[config.mk]
export PLATFORM = sky130hd
export DESIGN_NAME = xriscv_load_wb_buffer
export DESIGN_NICKNAME = d
export VERILOG_FILES = /design/src/rtl/xriscv_load_wb_buffer.sv
export SDC_FILE = /design/constraint.sdc
export NUM_CORES = 1
export LEC_CHECK = 0
export ABC_AREA = 0
export CAP_MARGIN = 20
export CORE_ASPECT_RATIO = 1.5
export CORE_MARGIN = 2
export CORE_UTILIZATION = 40
export CTS_CLUSTER_SIZE = 28
export DETAILED_ROUTE_END_ITERATION = 6
export HOLD_SLACK_MARGIN = 0.1
export PLACE_DENSITY_LB_ADDON = 0.08
export SYNTH_ARGS = -nofsm -noshare
export SYNTH_HDL_FRONTEND = slang
export SYNTH_SLANG_ARGS = --single-unit
[constraint.sdc]
create_clock -name clk -period 3.1 [get_ports clk]
set_input_delay 0.775 -clock clk [delete_from_list [all_inputs] [get_ports clk]]
set_output_delay 0.775 -clock clk [all_outputs]
set_load 0.02 [all_outputs]
[src/rtl/xriscv_load_wb_buffer.sv]
// Load-writeback buffer: in-order tag FIFO plus one hold entry driving register-file write port B.
// Optional macro XRISCV_LOAD_WB_FWD_EN adds hold-register forwarding outputs (fwd_sel_o, fwd_data_o).
module xriscv_load_wb_buffer #(
  parameter int ADDR_WIDTH = 5,
  parameter int DATA_WIDTH = 32,
  parameter int DEPTH      = 4
) (
  input  logic                        clk,
  input  logic                        rst_n,
  input  logic                        req_valid_i,
  input  logic [ADDR_WIDTH-1:0]       req_rd_i,
  output logic                        req_ready_o,
  input  logic                        rsp_valid_i,
  input  logic [DATA_WIDTH-1:0]       rsp_rdata_i,
  input  logic                        rsp_err_i,
  output logic                        rsp_ready_o,
  input  logic                        port_busy_i,
  output logic [ADDR_WIDTH-1:0]       waddr_b_o,
  output logic [DATA_WIDTH-1:0]       wdata_b_o,
  output logic                        we_b_o,
  input  logic [ADDR_WIDTH-1:0]       chk_addr_a_i,
  input  logic [ADDR_WIDTH-1:0]       chk_addr_b_i,
  input  logic [ADDR_WIDTH-1:0]       chk_addr_c_i,
  output logic                        hazard_o,
  output logic [$clog2(DEPTH):0]      pending_cnt_o,
  output logic                        proto_err_o
`ifdef XRISCV_LOAD_WB_FWD_EN
  ,
  output logic [2:0]                  fwd_sel_o,
  output logic [DATA_WIDTH-1:0]       fwd_data_o
`endif
);

  localparam int PTR_W = $clog2(DEPTH);
  localparam int CNT_W = PTR_W + 1;

  // Handshakes: a request is taken when req_valid_i & req_ready_o at the rising edge;
  // a response is taken when rsp_valid_i & rsp_ready_o. Ready never depends on valid.

  logic [ADDR_WIDTH-1:0] r_mem [DEPTH];
  logic [PTR_W-1:0]      r_wr_ptr;
  logic [PTR_W-1:0]      r_rd_ptr;
  logic [CNT_W-1:0]      r_count;
  logic                  r_hold_valid;
  logic [ADDR_WIDTH-1:0] r_hold_rd;
  logic [DATA_WIDTH-1:0] r_hold_data;
  logic                  r_hold_err;
  logic [CNT_W-1:0]      r_pending;
  logic                  r_proto_err;

  logic                  w_full;
  logic                  w_nonempty;
  logic                  w_drain;
  logic                  w_push;
  logic                  w_pop;
  logic [CNT_W-1:0]      w_count_nxt;
  logic                  w_hold_valid_nxt;
  logic [DEPTH-1:0]      w_entry_valid;
  logic [ADDR_WIDTH-1:0] w_chk [3];
  logic [2:0]            w_chk_nz;
  logic [2:0]            w_fifo_hit;
  logic [2:0]            w_hold_hit;
  logic [2:0]            w_fwd_sel;

  assign w_full     = (r_count == CNT_W'(DEPTH));
  assign w_nonempty = (r_count != '0);
  // Error and x0 entries never write, so they leave the hold without waiting for the port.
  assign w_drain    = r_hold_valid & (r_hold_err | (r_hold_rd == '0) | ~port_busy_i);

  assign req_ready_o = ~w_full;
  assign rsp_ready_o = (~r_hold_valid | w_drain) & w_nonempty;

  assign w_push = req_valid_i & req_ready_o;
  assign w_pop  = rsp_valid_i & rsp_ready_o;

  always_comb begin
    w_count_nxt = r_count;
    if (w_push && !w_pop) begin
      w_count_nxt = r_count + 1'b1;
    end else if (!w_push && w_pop) begin
      w_count_nxt = r_count - 1'b1;
    end
  end

  assign w_hold_valid_nxt = w_pop | (r_hold_valid & ~w_drain);

  // A slot is live when its distance from the read pointer is below the count.
  for (genvar gi = 0; gi < DEPTH; gi++) begin : g_valid
    logic [PTR_W-1:0] w_off;
    assign w_off              = PTR_W'(gi) - r_rd_ptr;
    assign w_entry_valid[gi]  = ({1'b0, w_off} < r_count);
  end

  assign w_chk[0] = chk_addr_a_i;
  assign w_chk[1] = chk_addr_b_i;
  assign w_chk[2] = chk_addr_c_i;

  always_comb begin
    w_fifo_hit = '0;
    w_hold_hit = '0;
    w_chk_nz   = '0;
    for (int k = 0; k < 3; k++) begin
      w_chk_nz[k]   = (w_chk[k] != '0);
      w_hold_hit[k] = r_hold_valid & (r_hold_rd == w_chk[k]);
      for (int i = 0; i < DEPTH; i++) begin
        if (w_entry_valid[i] && (r_mem[i] == w_chk[k])) begin
          w_fifo_hit[k] = 1'b1;
        end
      end
    end
  end

`ifdef XRISCV_LOAD_WB_FWD_EN
  // Only the hold value is final; a younger FIFO entry to the same rd still blocks.
  assign w_fwd_sel  = w_chk_nz & w_hold_hit & ~w_fifo_hit & {3{~r_hold_err}};
  assign fwd_sel_o  = w_fwd_sel;
  assign fwd_data_o = r_hold_data;
`else
  assign w_fwd_sel  = '0;
`endif

  assign hazard_o = |(w_chk_nz & (w_fifo_hit | (w_hold_hit & ~w_fwd_sel)));

  assign we_b_o        = r_hold_valid & ~r_hold_err & (r_hold_rd != '0) & ~port_busy_i;
  assign waddr_b_o     = r_hold_rd;
  assign wdata_b_o     = r_hold_data;
  assign pending_cnt_o = r_pending;
  assign proto_err_o   = r_proto_err;

  always_ff @(posedge clk) begin
    if (w_push) begin
      r_mem[r_wr_ptr] <= req_rd_i;
    end
  end

  always_ff @(posedge clk) begin
    if (!rst_n) begin
      r_wr_ptr     <= '0;
      r_rd_ptr     <= '0;
      r_count      <= '0;
      r_hold_valid <= 1'b0;
      r_hold_rd    <= '0;
      r_hold_data  <= '0;
      r_hold_err   <= 1'b0;
      r_pending    <= '0;
      r_proto_err  <= 1'b0;
    end else begin
      if (w_push) begin
        r_wr_ptr <= r_wr_ptr + 1'b1;
      end
      if (w_pop) begin
        r_rd_ptr    <= r_rd_ptr + 1'b1;
        r_hold_rd   <= r_mem[r_rd_ptr];
        r_hold_data <= rsp_rdata_i;
        r_hold_err  <= rsp_err_i;
      end
      r_count      <= w_count_nxt;
      r_hold_valid <= w_hold_valid_nxt;
      r_pending    <= w_count_nxt + {{PTR_W{1'b0}}, w_hold_valid_nxt};
      if (rsp_valid_i && !w_nonempty && !r_hold_valid) begin
        r_proto_err <= 1'b1;
      end
    end
  end

endmodule

==> summary.txt <==
status -> finished clean
CTS sink count -> 70
TNS Setup -> 0 ns
initial antenna violation count -> 0
Hold Fails Final Rpt -> 0
vias per cell -> 5.17
Synth cell types -> 39
core area -> 9250 um^2
DRC -> 0
# IOs -> 103
Max Clock Freq -> 329 MHz
Initial DRT Pass Iterations -> 4
fill cell count -> 855
Slew Viols, Final -> 0
hold path cells -> 2
pre-CTS setup slack -> -0.786 ns
floorplan row count -> 43
root buffer selected by CTS -> clkbuf_16
Worst Tran Pin Value -> 0.472 ns
Pwr per Cell Area -> 818 nW/um^2
crit path launch type -> flop
Crit path largest cell delay -> 0.31 ns
final core occ -> 60.5%
DR WL/cell -> 17.0 um
first-pass GRT wire length -> 17.5 mm
worst r2r dst -> pending_cnt_o[2]
cts bufs inserted -> 9
most common cell after layout, fill and taps aside -> nand2_1
chip height -> 124 um
placed cell area -> 5140 um^2
Synth Cell Area -> 3830 um^2
RSZ-0062 raised after global routing -> true
Slew headroom -> 68.5%
post-route ant nets -> 0
placed cell count -> 642
Arrival @ worst endpoint -> 2.26 ns
Worst Hold Class -> reg2reg
most frequent cells in the layout -> nand2_1, clkdlybuf4s50_1, dfxtp_1, xnor2_1, a21oi_1
Crit Path Max Fanout -> 3
setup violators final -> 0
Iteration-0 DRC Markers -> 125
area grow syn2layout -> 46.4%
WL final -> 11.2 mm
Reg2Reg Depth -> 10
global placement routability congestion -> 0.910
CP Capture Type -> output port
Synth warnings -> 0
CP Data Required Time -> 2.32 ns
Slowest-stage cell, CP -> dfxtp_1
FF-to-FF setup slack -> 0.44 ns
number of global-route vias before repair -> 3482
Synth Instances -> 421
CTS tree -> built
chip width -> 83.9 um
syn_area_per_cell -> 9.09 um^2
largest family of logic cells by synthesized area -> XOR/XNOR gates
initial core utilization -> 41.3%
start of the worst register-to-register path -> waddr_b_o[3]
DP HPWL -> 8.51 mm
Fin Clk Skew -> 0.00589 ns
grt total ovfl -> 0
full die area -> 10400 um^2
gr usage total -> 21.9%
critical path type -> reg2out
Synthesized Nets -> 492
Design Area, Final -> 5600 um^2
# nets final -> 612
Synth Area in Compound Gates -> 9.42%
hold path endpoint -> wdata_b_o[23]
Post-Synth Adder-Cell Area -> 4.25%
Leak Pwr -> 2.15 nW
Port Buffers -> 102
ant diodes -> 0
Max VDD drop -> 0.625 mV
Final Cycle Share -> 98.0%
share of cells above drive strength 1 -> 15.9%
Vias -> 3404
sequential share of the synthesized area -> 41.9%
post-synthesis register bit count -> 70
post-route setup slack -> 0.0614 ns
Worst Hold Launch -> wdata_b_o[23]
Finished Layout Cells -> 658
htree depth -> 3
Clk pin slew, worst setup/hold paths -> 0.05 ns
clock network latency to the later pin of the worst-skew pair -> 0.33 ns
crit-path cells -> xnor2_1 -> inv_1 -> ha_4 -> a21oi_2 -> buf_6 -> o2111ai_2 -> o31ai_2 -> nor3_2 -> o221ai_1 -> buf_4
Synth Area in XOR/XNOR -> 19.2%
post-synthesis mux area share -> 3.34%
clk buf depth -> 2
max-cap violations -> 0
fraction of the mapped netlist area in simple logic gates -> 17.2%
largest net degree at the start of global routing -> 41
Min Clock Period, post-route -> 3.04 ns
Yosys cell counts:
cell type  count  share of area, %
o211ai_1       1              0.20
buf_6          1              0.29
o221ai_1       1              0.23
nor3b_1        1              0.20
nor3_1         5              0.65
or4_1          2              0.39
xor2_1        40               9.2
nand3_1        9               1.2
a311oi_1       1              0.23
buf_2          1              0.13
or4_4          1              0.29
buf_4          4              0.78
and2_1         5              0.82
a21oi_1       43               5.6
nand2_1       88               8.6
nand2_2        1              0.16
a31oi_1        2              0.33
o31ai_1        2              0.39
nand3_4        1              0.46
buf_1          2              0.20
nor2_1        13               1.3
xnor2_1       44                10
mux2_4         1              0.39
mux4_2         5               2.9
nor4_1         8               1.3
ha_1          13               4.3
nand2b_1       1              0.16
o2111ai_1      3              0.69
o41ai_1        2              0.46
nand4_1        3              0.49
o211ai_4       1              0.56
dfxtp_1       50                26
inv_1          8              0.78
o21ai_0        4              0.52
clkbuf_1      26               2.6
and3_1         5              0.82
a211oi_1       1              0.20
edfxtp_1      20                16
nor2b_1        2              0.33
stage by stage:
step,power [mW],hold slack [ns]
CTS,4.51,0.454
finish,4.59,0.452
global placement,3.32,0.441
floorplan,2.50,0.437
detailed placement,3.34,0.447
global route,4.88,0.476
metal layers:
layer | vias up | GRT usage [%] | share of wire [%]
met3 | 32 | 3.84 | 4.1
met2 | 99 | 40.8 | 55
li1 | 1648 | - | -
met4 | 0 | 13.2 | 4.4
met1 | 1625 | 22.9 | 37
met5 | - | 0 | 0
final cells by class:
type	instances	area [um^2]	area share (%)
clock buffer	9	225	4.02
inverter	8	30.0	0.536
clock inverter	7	121	2.17
tap	112	140	2.50
sequential	70	1600	28.6
timing repair buffer	143	1330	23.8
multi-input combinational	309	2150	38.4
logic make-up (layout without fill, tap and decap cells):
logic type	Yosys count	after routing
mux	6	6
xor+xnor	84	84
fa+ha+maj	13	13
compound gates	61	61
buf+inv	42	167
simple gates	145	145
flops	70	70
state kept, by name, indices dropped and copies added, names as in the netlist, 2 cells and up:
| name | count |
|---|---|
| r_count | 3 |
| r_mem | 20 |
| waddr_b_o | 5 |
| r_wr_ptr | 2 |
| pending_cnt_o | 3 |
| r_rd_ptr | 2 |
| wdata_b_o | 32 |
worst max-delay path: cells and delay by family, from the launching register on:
family / cells / cell delay [ns]
AOI/OAI and AO/OA: 4 / 0.72
buffers and inverters: 3 / 0.41
DFF: 1 / 0.31
adders and majority gates: 1 / 0.22
xor gates and xnor gates: 1 / 0.20
and+or+nand+nor: 1 / 0.08
where the power goes:
group / leakage (nW) / internal (mW) / total (mW) / switching, mW
clock: 0.166 / 0.788 / 1.17 / 0.380
combinational: 1.39 / 0.990 / 2.10 / 1.11
sequential: 0.593 / 1.14 / 1.32 / 0.179
repair_timing:
item                       in CTS  in global routing
buffers inserted                0                  0
hold endpoints to repair        0                  0
pin swaps                       4                 13
gates cloned                    0                  0
setup endpoints to repair       2                  1
gates resized for setup        18                 30
hold buffers                    0                  0
worst max path at each step:
| stage | from | endpoint | slack [ns] | cells past startpoint |
|---|---|---|---|---|
| detailed placement | chk_addr_a_i[4] | hazard_o | -0.79 | 7 |
| global placement | chk_addr_a_i[4] | hazard_o | -0.80 | 7 |
| finish | r_rd_ptr[0] | hazard_o | 0.06 | 10 |
| global route | r_rd_ptr[0] | hazard_o | -0.06 | 11 |
| floorplan | chk_addr_a_i[0] | hazard_o | 0.25 | 6 |
| CTS | chk_addr_c_i[4] | hazard_o | -0.06 | 8 |
No activity file was read; power rests on OpenSTA's default activity.
